File: config.mk
export PLATFORM = sky130hd
export DESIGN_NAME = mc_ctrl_fsm
export DESIGN_NICKNAME = d
export VERILOG_FILES = /design/src/rtl/mc_ctrl_fsm.sv
export SDC_FILE = /design/constraint.sdc
export NUM_CORES = 1
export LEC_CHECK = 0
export CAP_MARGIN = 20
export CORE_MARGIN = 4
export CORE_UTILIZATION = 47
export DETAILED_ROUTE_END_ITERATION = 10
export GPL_ROUTABILITY_DRIVEN = 0
export PLACE_DENSITY = 0.84
export SYNTH_ARGS = -nofsm -noshare
export SYNTH_HDL_FRONTEND = slang
export SYNTH_SLANG_ARGS = --single-unit
File: constraint.sdc
create_clock -name clk -period 3.82 [get_ports clk]
set_input_delay 1.146 -clock clk [delete_from_list [all_inputs] [get_ports clk]]
set_output_delay 1.146 -clock clk [all_outputs]
set_load 0.01 [all_outputs]
File: src/rtl/mc_ctrl_fsm.sv
// ============================================================================
// Module      : mc_ctrl_fsm
// Description : Multi-cycle main controller for add/addi/lw/sw/beq with a
//               memory-handshake stall and bus-error timeout.
// Revision    : 1.0
// ============================================================================
`default_nettype none

module mc_ctrl_fsm #(
    parameter int unsigned TIMEOUT = 15
) (
    input  logic       clk,
    input  logic       rst_n,
    input  logic [5:0] opcode,
    input  logic [5:0] funct,
    input  logic       zero,
    input  logic       mem_ready,
    output logic [3:0] alu_op,
    output logic       alu_src_a,
    output logic [1:0] alu_src_b,
    output logic       iord,
    output logic       mem_read,
    output logic       mem_write,
    output logic       ir_write,
    output logic       pc_write,
    output logic       pc_src,
    output logic       reg_write,
    output logic       reg_dst,
    output logic       mem_to_reg,
    output logic       illegal_op,
    output logic       bus_err,
    output logic       retired
);

    localparam logic [3:0] S_IDLE     = 4'd0;
    localparam logic [3:0] S_FETCH    = 4'd1;
    localparam logic [3:0] S_DECODE   = 4'd2;
    localparam logic [3:0] S_R_EXE    = 4'd3;
    localparam logic [3:0] S_R_WB     = 4'd4;
    localparam logic [3:0] S_I_EXE    = 4'd5;
    localparam logic [3:0] S_I_WB     = 4'd6;
    localparam logic [3:0] S_MEM_ADDR = 4'd7;
    localparam logic [3:0] S_MEM_RD   = 4'd8;
    localparam logic [3:0] S_MEM_WB   = 4'd9;
    localparam logic [3:0] S_MEM_WR   = 4'd10;
    localparam logic [3:0] S_BRANCH   = 4'd11;

    localparam logic [5:0] OP_RTYPE = 6'h00;
    localparam logic [5:0] OP_ADDI  = 6'h08;
    localparam logic [5:0] OP_LW    = 6'h23;
    localparam logic [5:0] OP_SW    = 6'h2B;
    localparam logic [5:0] OP_BEQ   = 6'h04;
    localparam logic [5:0] FN_ADD   = 6'h20;

    localparam logic [3:0] ALU_ADD  = 4'b0000;
    localparam logic [3:0] ALU_SUB  = 4'b0001;
    localparam logic [7:0] CNT_LAST = 8'(TIMEOUT - 1);

    logic [3:0] state_q, state_d;
    logic [7:0] cnt_q,   cnt_d;
    logic       is_sw_q, is_sw_d;
    logic       w_timeout;

    assign w_timeout = (cnt_q == CNT_LAST);

    always_comb begin
        state_d    = state_q;
        cnt_d      = 8'd0;
        is_sw_d    = is_sw_q;
        alu_op     = ALU_ADD;
        alu_src_a  = 1'b0;
        alu_src_b  = 2'b00;
        iord       = 1'b0;
        mem_read   = 1'b0;
        mem_write  = 1'b0;
        ir_write   = 1'b0;
        pc_write   = 1'b0;
        pc_src     = 1'b0;
        reg_write  = 1'b0;
        reg_dst    = 1'b0;
        mem_to_reg = 1'b0;
        illegal_op = 1'b0;
        bus_err    = 1'b0;
        retired    = 1'b0;

        case (state_q)
            S_IDLE: state_d = S_FETCH;

            S_FETCH: begin
                mem_read = 1'b1;
                if (mem_ready) begin
                    ir_write  = 1'b1;
                    pc_write  = 1'b1;
                    alu_src_b = 2'b01;
                    state_d   = S_DECODE;
                end else if (w_timeout) begin
                    bus_err = 1'b1;
                end else begin
                    cnt_d = cnt_q + 8'd1;
                end
            end

            S_DECODE: begin
                // ALU computes the branch target here so BRANCH can use ALUOut
                alu_src_b = 2'b11;
                case (opcode)
                    OP_RTYPE: begin
                        if (funct == FN_ADD) begin
                            state_d = S_R_EXE;
                        end else begin
                            illegal_op = 1'b1;
                            state_d    = S_FETCH;
                        end
                    end
                    OP_ADDI: state_d = S_I_EXE;
                    OP_LW: begin
                        is_sw_d = 1'b0;
                        state_d = S_MEM_ADDR;
                    end
                    OP_SW: begin
                        is_sw_d = 1'b1;
                        state_d = S_MEM_ADDR;
                    end
                    OP_BEQ:  state_d = S_BRANCH;
                    default: begin
                        illegal_op = 1'b1;
                        state_d    = S_FETCH;
                    end
                endcase
            end

            S_R_EXE: begin
                alu_src_a = 1'b1;
                state_d   = S_R_WB;
            end

            S_R_WB: begin
                reg_write = 1'b1;
                reg_dst   = 1'b1;
                retired   = 1'b1;
                state_d   = S_FETCH;
            end

            S_I_EXE: begin
                alu_src_a = 1'b1;
                alu_src_b = 2'b10;
                state_d   = S_I_WB;
            end

            S_I_WB: begin
                reg_write = 1'b1;
                retired   = 1'b1;
                state_d   = S_FETCH;
            end

            S_MEM_ADDR: begin
                alu_src_a = 1'b1;
                alu_src_b = 2'b10;
                state_d   = is_sw_q ? S_MEM_WR : S_MEM_RD;
            end

            S_MEM_RD: begin
                mem_read = 1'b1;
                iord     = 1'b1;
                if (mem_ready) begin
                    state_d = S_MEM_WB;
                end else if (w_timeout) begin
                    bus_err = 1'b1;
                    state_d = S_FETCH;
                end else begin
                    cnt_d = cnt_q + 8'd1;
                end
            end

            S_MEM_WB: begin
                reg_write  = 1'b1;
                mem_to_reg = 1'b1;
                retired    = 1'b1;
                state_d    = S_FETCH;
            end

            S_MEM_WR: begin
                mem_write = 1'b1;
                iord      = 1'b1;
                if (mem_ready) begin
                    retired = 1'b1;
                    state_d = S_FETCH;
                end else if (w_timeout) begin
                    bus_err = 1'b1;
                    state_d = S_FETCH;
                end else begin
                    cnt_d = cnt_q + 8'd1;
                end
            end

            S_BRANCH: begin
                alu_op    = ALU_SUB;
                alu_src_a = 1'b1;
                pc_src    = 1'b1;
                pc_write  = zero;
                retired   = 1'b1;
                state_d   = S_FETCH;
            end

            default: state_d = S_IDLE;
        endcase
    end

    always_ff @(posedge clk or negedge rst_n) begin
        if (!rst_n) begin
            state_q <= S_IDLE;
            cnt_q   <= 8'd0;
            is_sw_q <= 1'b0;
        end else begin
            state_q <= state_d;
            cnt_q   <= cnt_d;
            is_sw_q <= is_sw_d;
        end
    end

endmodule

`default_nettype wire

## Yosys cells after proc, flatten, opt, wreduce, memory -nomap -nowiden

Cells that the tools add are included.

- Bits of input ports: 16
- Word-level logic and storage cells: 69
- Flip-flop bits (word level): 13

- Reductions and logical operators: 14
- Muxes and demuxes: 33
- $add $sub $neg: 1
- Eq/ne operators: 18

Operators by type and width:

| operator | number |
|---|---|
| 4-bit case mux with 8 select lines | 1 |
| 8-bit 2-to-1 mux | 3 |
| 6-bit == test (second input constant) | 3 |
| 1-bit 2-to-1 mux | 17 |
| 4-bit by 3-bit == test with 1-bit output (second input constant) | 4 |
| 4-bit == test (second input constant) | 4 |
| 4-bit 2-to-1 mux | 4 |
| 4-bit case mux with 4 select lines | 1 |
| 4-bit OR reduction | 3 |
| 8-bit by 1-bit adder with 8-bit output (second input constant) | 1 |
| 4-bit by 2-bit == test with 1-bit output (second input constant) | 2 |
| 8-bit by 4-bit == test with 1-bit output (second input constant) | 1 |
| 1-bit case mux with 2 select lines | 4 |
| 2-bit OR reduction | 4 |
| 6-bit by 3-bit == test with 1-bit output (second input constant) | 1 |
| 6-bit by 4-bit == test with 1-bit output (second input constant) | 1 |
| 6-bit zero test | 1 |
| 2-bit case mux with 3 select lines | 1 |
| 3-bit OR reduction | 2 |
| 5-bit OR reduction | 1 |
| 4-bit by 1-bit == test with 1-bit output (second input constant) | 1 |
| 4-bit zero test | 1 |
| 2-bit 2-to-1 mux | 2 |
| 2-bit != test (second input constant) | 1 |
| 2 further kinds | 2 |

## Depth between registers and ports, before layout

- Word-level depth: 4
- Depth in mapped cells: 5
- Mapped depth without buffers: 5

## Least setup slack after synthesis

Ideal clock, no wire load.

- Kind: input to output
- From: input port opcode[1]
- To: output port illegal_op
- Required time: 2674 ps
- Buffers on the path: 0
- Setup slack: 692 ps
- Arrival time: 1982 ps
- Stages on the path: 4
- Cell sequence: or4_4 a21oi_1 o21a_1 nor3_1

- Word-level cells in the longest chain between the ends: 4

Ends and longest elaborated chain:

| what | line | RTL |
|---|---|---|
| start, declared | 14 | `input logic [5:0] opcode,` |
| 6-bit by 3-bit == test with 1-bit output (tied with other cells) | 106 | `case (opcode)` |
| 4-bit OR reduction (no source line) | n/a |  |
| 1-bit case mux with 2 select lines (*) | 106 |  |
| 1-bit 2-to-1 mux (*) | 86 | `case (state_q)` |
| end, declared | 30 | `output logic illegal_op,` |

Every way passes the cells marked *; elsewhere a longest branch is shown, timed or not.

## Worst setup path after layout

Same ends and word-level chain as after synthesis.

==> flow_summary.html <==
<table>
<tr><th>Metric</th><th>Value</th></tr>
<tr><th colspan="2">Outcome</th></tr>
<tr><td>Status</td><td>finished, final reports clean</td></tr>
<tr><th colspan="2">Clock tree</th></tr>
<tr><td>Clock buffers created by TritonCTS</td><td>3</td></tr>
<tr><td>Clock tree root buffer cell</td><td>sky130_fd_sc_hd__clkbuf_4</td></tr>
<tr><td>Clock insertion delay at the later pin of the skew report</td><td>270 ps</td></tr>
<tr><td>CTS clk-pin slew, worst paths</td><td>70 ps</td></tr>
<tr><td>Clock tree sinks</td><td>13</td></tr>
<tr><td>CTS tree</td><td>built</td></tr>
<tr><td>Clock buffer depth</td><td>2</td></tr>
<tr><td>Number of levels in the clock H-tree</td><td>1</td></tr>
<tr><th colspan="2">Cells and area</th></tr>
<tr><td>Proportion of layout cells with a drive suffix above 1</td><td>8.609%</td></tr>
<tr><td>Most frequent standard cell in the layout excluding fill and tap cells</td><td>sky130_fd_sc_hd__clkdlybuf4s50_1</td></tr>
<tr><td>Syn-to-layout area delta</td><td>38.07%</td></tr>
<tr><td>Nets</td><td>170</td></tr>
<tr><td>Utilization of the core after routing</td><td>71.53%</td></tr>
<tr><td>Final design instance area without fill</td><td>1289 um^2</td></tr>
<tr><td>ANT cells</td><td>0</td></tr>
<tr><td>Leading cell types in the layout, fill and taps excluded</td><td>30 x sky130_fd_sc_hd__clkdlybuf4s50_1, 19 x sky130_fd_sc_hd__nor2_1, 13 x sky130_fd_sc_hd__dfrtp_1, 12 x sky130_fd_sc_hd__nand2_1</td></tr>
<tr><td>Count of placed standard cells in the final layout, fillers left out</td><td>176</td></tr>
<tr><td>Filler Cells Inserted</td><td>167</td></tr>
<tr><th colspan="2">Placed design</th></tr>
<tr><td>Hpwl dp</td><td>1699 um</td></tr>
<tr><td>Worst setup slack after placement</td><td>-213.3 ps</td></tr>
<tr><td>Buffers added on ports</td><td>31</td></tr>
<tr><td>Number of cells after detailed placement</td><td>172</td></tr>
<tr><td>Instance area at placement</td><td>1267 um^2</td></tr>
<tr><th colspan="2">Yosys</th></tr>
<tr><td>Most used flip-flop cell after synthesis</td><td>sky130_fd_sc_hd__dfrtp_1</td></tr>
<tr><td>Largest cells by area after synthesis</td><td>sky130_fd_sc_hd__dfrtp_1 35%, sky130_fd_sc_hd__nor2_1 7.6%, sky130_fd_sc_hd__nand2_1 4.8%</td></tr>
<tr><td>Proportion of netlist area held by the largest area contributor</td><td>34.85%</td></tr>
<tr><td>Sequential cell area fraction in the yosys report</td><td>34.85%</td></tr>
<tr><td>Flops &amp; latches, synth</td><td>13</td></tr>
<tr><td>Number of synthesized flops with an enable pin</td><td>0</td></tr>
<tr><td>Netlist area before placement</td><td>933.4 um^2</td></tr>
<tr><td>Proportion of register bits with asynchronous set or reset after synthesis</td><td>100.0%</td></tr>
<tr><td>Number of different library cells in the post-synthesis netlist</td><td>39</td></tr>
<tr><td>Yosys warning total</td><td>0</td></tr>
<tr><td>Cell taking the most area after synthesis</td><td>sky130_fd_sc_hd__dfrtp_1</td></tr>
<tr><td>Number of cells produced by synthesis</td><td>118</td></tr>
<tr><td>Average footprint of a synthesized cell</td><td>7.910 um^2</td></tr>
<tr><th colspan="2">Detailed routing</th></tr>
<tr><td>Number of iterations in the first detailed-routing pass</td><td>4</td></tr>
<tr><td>Via total after detailed routing</td><td>950</td></tr>
<tr><td>Aggregate routed wire length</td><td>2100 um</td></tr>
<tr><td>Met3 wire length</td><td>129 um</td></tr>
<tr><td>Routed vias/inst</td><td>5.398</td></tr>
<tr><td>Top Metal Used</td><td>met4</td></tr>
<tr><td>Total length of routed met2 wires</td><td>1045 um</td></tr>
<tr><td>Post-detailed-route DRC marker count</td><td>0</td></tr>
<tr><td>Remaining antenna violation count</td><td>0</td></tr>
<tr><td>Routed length per instance</td><td>11.93 um</td></tr>
<tr><td>Wl on met1</td><td>911 um</td></tr>
<tr><td>Iteration-0 DRC count of the detailed router</td><td>15</td></tr>
<tr><th colspan="2">Min path</th></tr>
<tr><td>Cell count of the worst hold path</td><td>1</td></tr>
<tr><td>Min-Delay Path Class</td><td>flop to flop</td></tr>
<tr><th colspan="2">GRT</th></tr>
<tr><td>Vias in the first global route</td><td>855</td></tr>
<tr><td>First-pass GRT wire length</td><td>3450 um</td></tr>
<tr><td>Total overflow reported by the global router</td><td>0</td></tr>
<tr><td>Combined global-route utilization of all metal layers</td><td>16.55%</td></tr>
<tr><td>Largest net degree at the start of global routing</td><td>17</td></tr>
<tr><td>Antenna violations before repair</td><td>0</td></tr>
<tr><th colspan="2">Worst setup path</th></tr>
<tr><td>Type of element launching the critical path</td><td>input pin</td></tr>
<tr><td>Worst r2r path cells</td><td>4</td></tr>
<tr><td>Critical path endpoint category</td><td>primary output</td></tr>
<tr><td>Start-to-end type of the worst setup path</td><td>input pin to primary output</td></tr>
<tr><td>Required time worst endpoint</td><td>2670 ps</td></tr>
<tr><td>Crit-path max FO</td><td>2</td></tr>
<tr><td>Worst EP arrival</td><td>2530 ps</td></tr>
<tr><th colspan="2">Die</th></tr>
<tr><td>Effective utilization at floorplan</td><td>51.81%</td></tr>
<tr><td>Full die area</td><td>2763 um^2</td></tr>
<tr><td>Die outline height</td><td>52.57 um</td></tr>
<tr><td>Chip width</td><td>52.57 um</td></tr>
<tr><td>Core Footprint</td><td>1802 um^2</td></tr>
<tr><td>Std cell rows</td><td>15</td></tr>
<tr><td>Ports</td><td>35</td></tr>
<tr><th colspan="2">STA</th></tr>
<tr><td>Final number of setup-violating endpoints</td><td>0</td></tr>
<tr><td>Worst slack on hold paths</td><td>497.0 ps</td></tr>
<tr><td>Share of the clock period used by the worst path</td><td>96.22%</td></tr>
<tr><td>Measured slew at the worst slew-check pin</td><td>544.8 ps</td></tr>
<tr><td>Worst relative slew slack</td><td>63.56%</td></tr>
<tr><td>RSZ-0062 raised after global routing</td><td>false</td></tr>
<tr><td>Final Critical Period</td><td>3676 ps</td></tr>
<tr><td>Final Hold Vio Count</td><td>0</td></tr>
<tr><td>Highest attainable clock frequency</td><td>272.1 MHz</td></tr>
<tr><td>Clock tree skew after final layout</td><td>2.751 ps</td></tr>
<tr><td>Setup slack of the critical path after layout</td><td>144.4 ps</td></tr>
<tr><td>Max Slew Vio Count</td><td>0</td></tr>
<tr><th colspan="2">Power and ir drop</th></tr>
<tr><td>Maximum ir drop on the vdd rail</td><td>0.3771 mV</td></tr>
<tr><td>Total power density per cell area</td><td>496.9 nW/um^2</td></tr>
<tr><td>Leakage power figure</td><td>0.5601 nW</td></tr>
<tr><th colspan="2">Flow run</th></tr>
<tr><td># Max-Cap Violations</td><td>0</td></tr>
</table>
-- synthesized netlist by cell type, types with 2 or more instances --
cell type,count
sky130_fd_sc_hd__nand4b_1,2
sky130_fd_sc_hd__xor2_1,5
sky130_fd_sc_hd__and3_1,3
sky130_fd_sc_hd__a31oi_1,2
sky130_fd_sc_hd__nand4_1,2
sky130_fd_sc_hd__nand3_1,3
sky130_fd_sc_hd__clkbuf_1,2
sky130_fd_sc_hd__nand2_1,12
sky130_fd_sc_hd__nor3_1,3
sky130_fd_sc_hd__ha_1,2
sky130_fd_sc_hd__o21ai_1,4
sky130_fd_sc_hd__and2_1,3
sky130_fd_sc_hd__nor2b_1,2
sky130_fd_sc_hd__buf_2,3
sky130_fd_sc_hd__dfrtp_1,13
sky130_fd_sc_hd__nand2b_1,6
sky130_fd_sc_hd__inv_1,3
sky130_fd_sc_hd__a21oi_1,6
sky130_fd_sc_hd__nor2_1,19
sky130_fd_sc_hd__buf_4,4
-- power by group --
group | internal (W) | switching [W] | leakage (nW) | total (W)
clock network | 0.0000405 | 0.0000401 | 0.0150 | 0.0000805
logic | 0.000176 | 0.000161 | 0.369 | 0.000337
registers | 0.000161 | 0.0000623 | 0.176 | 0.000223
total | 0.000377 | 0.000263 | 0.560 | 0.000640
-- state kept, by name (all words and copies together) (netlist names) --
signal   flops
state_q      4
cnt_q        8
is_sw_q      1
-- what timing repair did --
action | 4_1_cts | 5_1_grt
pin swaps | 0 | 0
setup buffers | 0 | 0
hold buffers | 0 | 0
resized for setup | 2 | 1
cloned | 0 | 0
setup endpoints to repair | 1 | 1
-- kinds of logic after synthesis --
group | count (synthesis) | synth area share (%)
buffers and inverters | 12 | 6.836
XOR/XNOR | 6 | 5.630
AO/OA/AOI/OAI | 23 | 15.95
multiplexers | 1 | 1.206
flip-flops | 13 | 34.85
other | 1 | 0.4018
AND/OR/NAND/NOR | 60 | 32.44
adder cells (fa/ha/maj) | 2 | 2.681
-- critical path, cell delays in order --
cell                              delay [ps]
sky130_fd_sc_hd__clkdlybuf4s50_1         420
sky130_fd_sc_hd__or4_4                   540
sky130_fd_sc_hd__a21oi_1                 130
sky130_fd_sc_hd__o21a_1                  130
sky130_fd_sc_hd__nor3_1                   40
sky130_fd_sc_hd__clkbuf_2                130
-- path summary, 6_finish.rpt --
path,start,to,slack (ps)
setup / recovery,opcode[1],illegal_op,140
hold / removal,is_sw_q,is_sw_q,500
setup reg to reg,state_q[3],cnt_q[2],2300
hold reg to reg,is_sw_q,is_sw_q,500
max in group asynchronous,rst_n,state_q[2],2230
min in group asynchronous,rst_n,cnt_q[4],1230
-- layer usage --
| layer | GRT usage, % | vias to the layer above |
|---|---|---|
| met5 | 0 | - |
| met4 | 2.553 | 0 |
| met3 | 4.274 | 2 |
| met2 | 29.55 | 32 |
| met1 | 20.11 | 449 |
| li1 | - | 467 |
-- layout make-up --
type / count / area, um^2 / area share, %
multi-input cells: 95 / 551.8 / 42.82
repair buffers: 36 / 342.8 / 26.60
flip-flops and latches: 13 / 325.3 / 25.24
well taps: 25 / 31.28 / 2.427
clock buffers: 4 / 26.28 / 2.039
inverters: 3 / 11.26 / 0.8738
-- through the flow --
| step | power [W] | TNS (ps) |
|---|---|---|
| global route | 0.0006937 | 0 |
| floorplan | 0.0004134 | 0 |
| finish | 0.0006404 | 0 |
| CTS | 0.0006491 | 0 |
| detailed placement | 0.0005682 | -213.3 |
| global placement | 0.0005591 | -198.8 |
Power figures use the tool's default switching activity.
